[src/rtl/mem_wb_unit.sv]
// Memory/writeback stage: accepts one execute result, performs an optional single
// data-memory access with a cycle timeout, then writes the register file once.
module mem_wb_unit #(
   parameter int unsigned TIMEOUT = 255
) (
   input  logic        clk,
   input  logic        rst,
   input  logic        ex_valid,
   output logic        ex_ready,
   input  logic        ex_read_mm,
   input  logic        ex_write_mm,
   input  logic [31:0] ex_mm_addr,
   input  logic [31:0] ex_store_data,
   input  logic [4:0]  ex_write_r,
   input  logic        ex_write_en,
   input  logic [31:0] ex_write_data,
   output logic        dm_req,
   output logic        dm_we,
   output logic [31:0] dm_addr,
   output logic [31:0] dm_wdata,
   input  logic        dm_ack,
   input  logic [31:0] dm_rdata,
   output logic        wb_en,
   output logic [4:0]  wb_r,
   output logic [31:0] wb_data,
   output logic        align_err,
   output logic        timeout_err
);

   typedef enum logic [1:0] {IDLE, ACCESS, WB} state_t;

   localparam logic [7:0] TimeoutCnt = 8'(TIMEOUT);

   state_t      r_state;
   logic        r_req;
   logic        r_we;
   logic [31:0] r_addr;
   logic [31:0] r_wdata;
   logic [4:0]  r_wr;
   logic        r_wen;
   logic [7:0]  r_cnt;
   logic        r_wb_en;
   logic [31:0] r_wb_data;
   logic        r_align_err;
   logic        r_timeout_err;

   logic        w_bad_mem;
   logic        w_is_mem;
   logic [7:0]  w_cnt_nxt;

   assign w_is_mem  = ex_read_mm | ex_write_mm;
   assign w_bad_mem = (ex_read_mm & ex_write_mm) | (ex_mm_addr[1:0] != 2'b00);
   assign w_cnt_nxt = r_cnt + 8'd1;

   always_ff @(posedge clk) begin
      if (rst) begin
         r_state       <= IDLE;
         r_req         <= 1'b0;
         r_we          <= 1'b0;
         r_addr        <= 32'h0;
         r_wdata       <= 32'h0;
         r_wr          <= 5'd0;
         r_wen         <= 1'b0;
         r_cnt         <= 8'd0;
         r_wb_en       <= 1'b0;
         r_wb_data     <= 32'h0;
         r_align_err   <= 1'b0;
         r_timeout_err <= 1'b0;
      end else begin
         // Pulses last one cycle unless re-armed below.
         r_wb_en       <= 1'b0;
         r_align_err   <= 1'b0;
         r_timeout_err <= 1'b0;
         case (r_state)
            IDLE: begin
               if (ex_valid) begin
                  r_wr    <= ex_write_r;
                  r_wen   <= ex_write_en;
                  r_we    <= ex_write_mm;
                  r_addr  <= {ex_mm_addr[31:2], 2'b00};
                  r_wdata <= ex_store_data;
                  r_cnt   <= 8'd0;
                  if (!w_is_mem) begin
                     r_wb_data <= ex_write_data;
                     r_wb_en   <= ex_write_en & (ex_write_r != 5'd0);
                     r_state   <= WB;
                  end else if (w_bad_mem) begin
                     r_align_err <= 1'b1;
                  end else begin
                     r_req   <= 1'b1;
                     r_state <= ACCESS;
                  end
               end
            end
            ACCESS: begin
               // An ack in the final allowed cycle still completes the op.
               if (dm_ack) begin
                  r_req <= 1'b0;
                  if (!r_we) begin
                     r_wb_data <= dm_rdata;
                  end
                  r_wb_en <= r_wen & (r_wr != 5'd0) & ~r_we;
                  r_state <= WB;
               end else if (w_cnt_nxt == TimeoutCnt) begin
                  r_req         <= 1'b0;
                  r_timeout_err <= 1'b1;
                  r_state       <= IDLE;
               end else begin
                  r_cnt <= w_cnt_nxt;
               end
            end
            WB: begin
               r_state <= IDLE;
            end
            default: begin
               r_state <= IDLE;
            end
         endcase
      end
   end

   assign ex_ready    = (r_state == IDLE);
   assign dm_req      = r_req;
   assign dm_we       = r_we;
   assign dm_addr     = r_addr;
   assign dm_wdata    = r_wdata;
   assign wb_en       = r_wb_en;
   assign wb_r        = r_wr;
   assign wb_data     = r_wb_data;
   assign align_err   = r_align_err;
   assign timeout_err = r_timeout_err;

endmodule

[config.mk]
export PLATFORM = sky130hd
export DESIGN_NAME = mem_wb_unit
export DESIGN_NICKNAME = d
export VERILOG_FILES = /design/src/rtl/mem_wb_unit.sv
export SDC_FILE = /design/constraint.sdc
export NUM_CORES = 1
export LEC_CHECK = 0
export CAP_MARGIN = 10
export CORE_ASPECT_RATIO = 0.9
export CORE_MARGIN = 4
export CORE_UTILIZATION = 42
export CTS_CLUSTER_DIAMETER = 40
export CTS_CLUSTER_SIZE = 28
export DETAILED_ROUTE_END_ITERATION = 8
export PLACE_DENSITY_LB_ADDON = 0.05
export SLEW_MARGIN = 0
export SYNTH_ARGS = -nofsm -noshare
export SYNTH_HDL_FRONTEND = slang
export SYNTH_SLANG_ARGS = --single-unit
[constraint.sdc]
create_clock -name clk -period 3.45 [get_ports clk]
set_input_delay 0.5175 -clock clk [delete_from_list [all_inputs] [get_ports clk]]
set_output_delay 0.5175 -clock clk [all_outputs]
set_load 0.05 [all_outputs]
## Word-level counts from Yosys, hierarchy flattened

Index checks and enable logic that the tools add are counted.

| cells by class | value |
|---|---|
| eq/ne operators | 12 |
| mux-type cells | 27 |
| bitwise gates (word level) | 11 |
| reductions and logical operators | 12 |
| $add $sub $neg | 1 |

Operators by type and width:

| operator | count |
|---|---|
| 2-to-1 mux 32 bit | 4 |
| one-hot mux 32 bit (2 select lines) | 1 |
| 2-to-1 mux 8 bit | 3 |
| one-hot mux 8 bit (2 select lines) | 1 |
| != test 2 bit (second input constant) | 7 |
| 2-to-1 mux 1 bit | 10 |
| 2-to-1 mux 2 bit | 5 |
| AND reduction 5 bit | 2 |
| nonzero test 5 bit | 2 |
| adder 8 x 1 -> 8 bit (second input constant) | 1 |
| equality test 8 bit (second input constant) | 1 |
| != test 3 bit (second input constant) | 2 |
| inverter 1 bit | 5 |
| AND 1 bit | 4 |
| one-hot mux 1 bit (2 select lines) | 2 |
| one-hot mux 2 bit (2 select lines) | 1 |
| AND reduction 4 bit | 1 |
| nonzero test 2 bit | 2 |
| OR reduction 4 bit | 1 |
| AND reduction 3 bit | 1 |
| OR reduction 3 bit | 1 |
| equality test 2 x 1 -> 1 bit (second input constant) | 1 |
| logical NOT 2 bit | 1 |
| != test 2 x 1 -> 1 bit (second input constant) | 1 |
| other kinds (2) | 3 |

| word-level totals | value |
|---|---|
| input port bits | 140 |
| bits in registers | 115 |

## Depth between registers and ports, before layout

| depth | value |
|---|---|
| depth after elaboration | 6 |
| depth in mapped cells | 8 |
| mapped depth without buffers | 6 |

## Worst setup path before layout

OpenSTA, ideal clock, no wires.

| timing | value |
|---|---|
| kind | register -> register |
| start | register r_state[1] |
| end | register r_req, in the netlist dm_req |
| path slack | 1.382 ns |
| arrival time | 1.990 ns |
| stages on the path, launching flop included | 8 |
| path buffers | 3 |
| path through | dfxtp_1 > clkbuf_1 > nor2_1 > and2_1 > buf_2 > buf_2 > a31oi_1 > nor3_1 |

| on the way | value |
|---|---|
| longest elaborated chain between the ends | 3 |
| elaborated cells between the ends (all ways) | 9 |

RTL lines:

| what | line | source |
|---|---|---|
| start, declared | 34 | `state_t r_state;` |
| start signal, assigned | 57 | `r_state <= IDLE;` |
| start signal, assigned | 86 | `r_state <= WB;` |
| start signal, assigned | 91 | `r_state <= ACCESS;` |
| logical NOT 2 bit * | - |  |
| named net ex_ready | 9 | `output logic ex_ready,` |
| != test 2 x 1 -> 1 bit (no line) (tied with other cells) | - |  |
| AND reduction 5 bit (no line) | - |  |
| end signal, assigned | 58 | `r_req <= 1'b0;` |
| end signal, assigned | 90 | `r_req <= 1'b1;` |
| end signal, assigned | 98 | `r_req <= 1'b0;` |
| end, declared | 35 | `logic r_req;` |

The timed path passes the listed nets; every way through them passes the cells marked *.
A chain may end at the register's enable or synchronous reset.

## Worst setup path after layout

| timing | value |
|---|---|
| start | register r_state[1] |
| end | output ex_ready |

| on the way | value |
|---|---|
| longest elaborated chain between the ends | 1 |

RTL lines:

| what | line | source |
|---|---|---|
| logical NOT 2 bit | 122 | `assign ex_ready = (r_state == IDLE);` |
| end, declared | 9 |  |

Every way passes these cells.

==> results_dict.tcl <==
set metrics [dict create \
    status "complete, no violations" \
    grt_pass1_wl_um 25700 \
    required_ns 2.93 \
    p_per_area_nw_per_um2 562 \
    drive_above_1_share_pct 5.74 \
    cp-start-kind "flip-flop" \
    drtPass1Iterations 5 \
    ctsResizeCount 0 \
    finalSetupViolCount 0 \
    grt_max_degree 74 \
    root_buffer "clkbuf_16" \
    place_area_um2 7070 \
    fin_skew_ns 0.00881 \
    initial_utilization_pct 43.9 \
    drt_iter0_markers 456 \
    wire_per_inst_um 17.4 \
    rrSetupSlack_ns 1.31 \
    setup_tns_ns 0 \
    final_hold_viol_count 0 \
    die_h_um 107 \
    cts_made_buffers 17 \
    nets 949 \
    row_count 35 \
    min_path_type "flip-flop to flip-flop" \
    synth_cell_types 43 \
    r2r_cells 5 \
    synthToLayoutAreaGrowth_pct 67.0 \
    grt_overflow 0 \
    syn_avg_cell_area_um2 7.86 \
    vias 4990 \
    synth_ff_type "dfxtp_1" \
    ys_seq_elements 115 \
    layout_common_cells "clkdlybuf4s50_1 (243), nand2_1 (209), dfxtp_1 (115)" \
    wl_um 16500 \
    grt_pass1_vias 4929 \
    min_from "dm_wdata[5]$_SDFFE_PP0P_" \
    p_leak_uw 0.00284 \
    synth_enable_flop_cells 0 \
    ctsHoldBuffers 0 \
    portBuffers 244 \
    maxCapViolations 0 \
    tightest_slew_ns 0.765 \
    synth-async-reset-ratio_pct 0 \
    die_w_um 118 \
    fin_crit_sh_pct 73.0 \
    grt_setup_unrepaired "no" \
    maxClockFrequency_mhz 397 \
    path_class "flip-flop to output pin" \
    syn_area_um2 4590 \
    ys_warn_count 0 \
    synth_cells 584 \
    rr_startpoint "r_cnt[0]$_SDFFE_PP0P_" \
    seq_area_frac_synth_pct 50.1 \
    cts_sinks 115 \
    synth_top_area_share_pct 50.1 \
    cp.arrival_ns 2.00 \
    end_kind "output pin" \
    instances_no_fill 948 \
    clk-insertion-delay-late_ns 0.41 \
    slew_headroom_pct 49.0 \
    fin_hold_ws_ns 0.452 \
    io_pins 247 \
    cts_tree "yes" \
    synth_area_leader_cell "dfxtp_1" \
    drc_errors 0 \
    yosys-top-cells-area "dfxtp_1 (50%), nand2_1 (17%), a21oi_1 (8.1%)" \
    antenna_found_initial 0 \
    htreeDepth 4 \
    clockBufferDepth 2 \
    hpwlAfterDp_um 11400 \
    timing.rr.end "r_cnt[2]$_SDFFE_PP0P_" \
    dp_cells 917 \
    ant_nets 0 \
    clk_pin_slew_worst_paths_ns 0.05 \
    design_area_um2 7670 \
    holdPathEnd "dm_wdata[5]$_SDFFE_PP0P_" \
    coreArea_um2 10500 \
    crit_path_max_fanout 7 \
    gp_congestion 0.793 \
    dieArea_um2 12700 \
    n_antenna_cell 0 \
    via_per_inst 5.26 \
    slew_viol_final 0 \
    layout.cells.most_common "clkdlybuf4s50_1" \
    min_period_ns 2.52 \
    critPathLaunch "r_state[1]$_SDFFE_PP0P_" \
    grt_use_total_pct 25.6 \
    postCtsSetupRepairBufs 0 \
    hold_depth 2 \
    ir_drop_mv 0.368 \
]
[report_power, final]
part	leakage, µW	internal (µW)	switching [µW]
sequential	0.000943	1430	56.4
combinational	0.00160	399	643
clock	0.000298	1180	601
[cells by family after synthesis]
group	synth area share (%)
flops	50.1
compound gates	18.6
xor+xnor	0.382
buf+inv	5.18
fa+ha+maj	0.763
simple gates	24.9
other cells	0.0817
[routing by layer]
metal | share of wire, % | up-vias | wire length (µm) | global-route usage, %
met5 | 0 | - | 0 | 0
met4 | 2.6 | 0 | 421 | 9.62
met3 | 10 | 31 | 1670 | 10.5
met2 | 49 | 244 | 8090 | 44.1
met1 | 38 | 2293 | 6320 | 28.3
li1 | - | 2422 | - | -
[cells in the mapped netlist (2+ instances only)]
master / number
nand2_1: 210
dfxtp_1: 115
a21oi_1: 74
nor2_1: 40
a311oi_1: 32
clkbuf_1: 29
buf_2: 13
inv_1: 6
nand2b_1: 6
nand4_1: 4
or4_1: 4
a211oi_1: 3
a31oi_1: 3
nand3b_1: 3
nor3_1: 3
buf_4: 2
buf_6: 2
ha_1: 2
nand3_1: 2
nor2b_1: 2
o2111ai_1: 2
o21ai_0: 2
o32ai_1: 2
o32ai_2: 2
or2_2: 2
xor2_1: 2
[state kept, by name, indices dropped and copies added, names as in the netlist]
name	flops
align_err	1
dm_wdata	32
r_cnt	8
wb_en	1
timeout_err	1
dm_req	1
r_wen	1
dm_we	1
wb_r	5
dm_addr	30
wb_data	32
r_state	2
[layout make-up]
type	count	area, µm²
fillers	818	2800
multi-input cells	417	2070
flip-flops and latches	115	2300
inverters	6	22.5
repair buffers	250	2510
clock inverters	10	131
clock buffers	21	470
well taps	129	161
[worst max-delay path: stages, from the launching register on]
cell and delay [ns]:
dfxtp_1 0.39, nor2_1 0.33, clkdlybuf4s50_1 0.87
[metrics by stage]
stage | total power (µW) | util [%] | setup WS, ns
after detailed placement | 2550 | 67.5 | 0.828
after CTS | 4340 | 73.3 | 0.926
after floorplan | 2120 | - | 1.38
final | 4310 | 73.3 | 0.932
after global routing | 4470 | 73.3 | 0.868
after global placement | 2530 | 67.5 | 0.995
[worst max-delay path by stage]
stage                                    end  slack [ns]  cells past startpoint
CTS                                 ex_ready        0.93                      2
detailed placement  wb_data[19]$_SDFFE_PP0P_        0.83                      7
global placement    wb_data[18]$_SDFFE_PP0P_         1.0                      7
floorplan                dm_req$_SDFFE_PP0P_        1.38                      7
global route                        ex_ready        0.87                      2
finish                              ex_ready        0.93                      2
(Power assumes the default switching activity.)
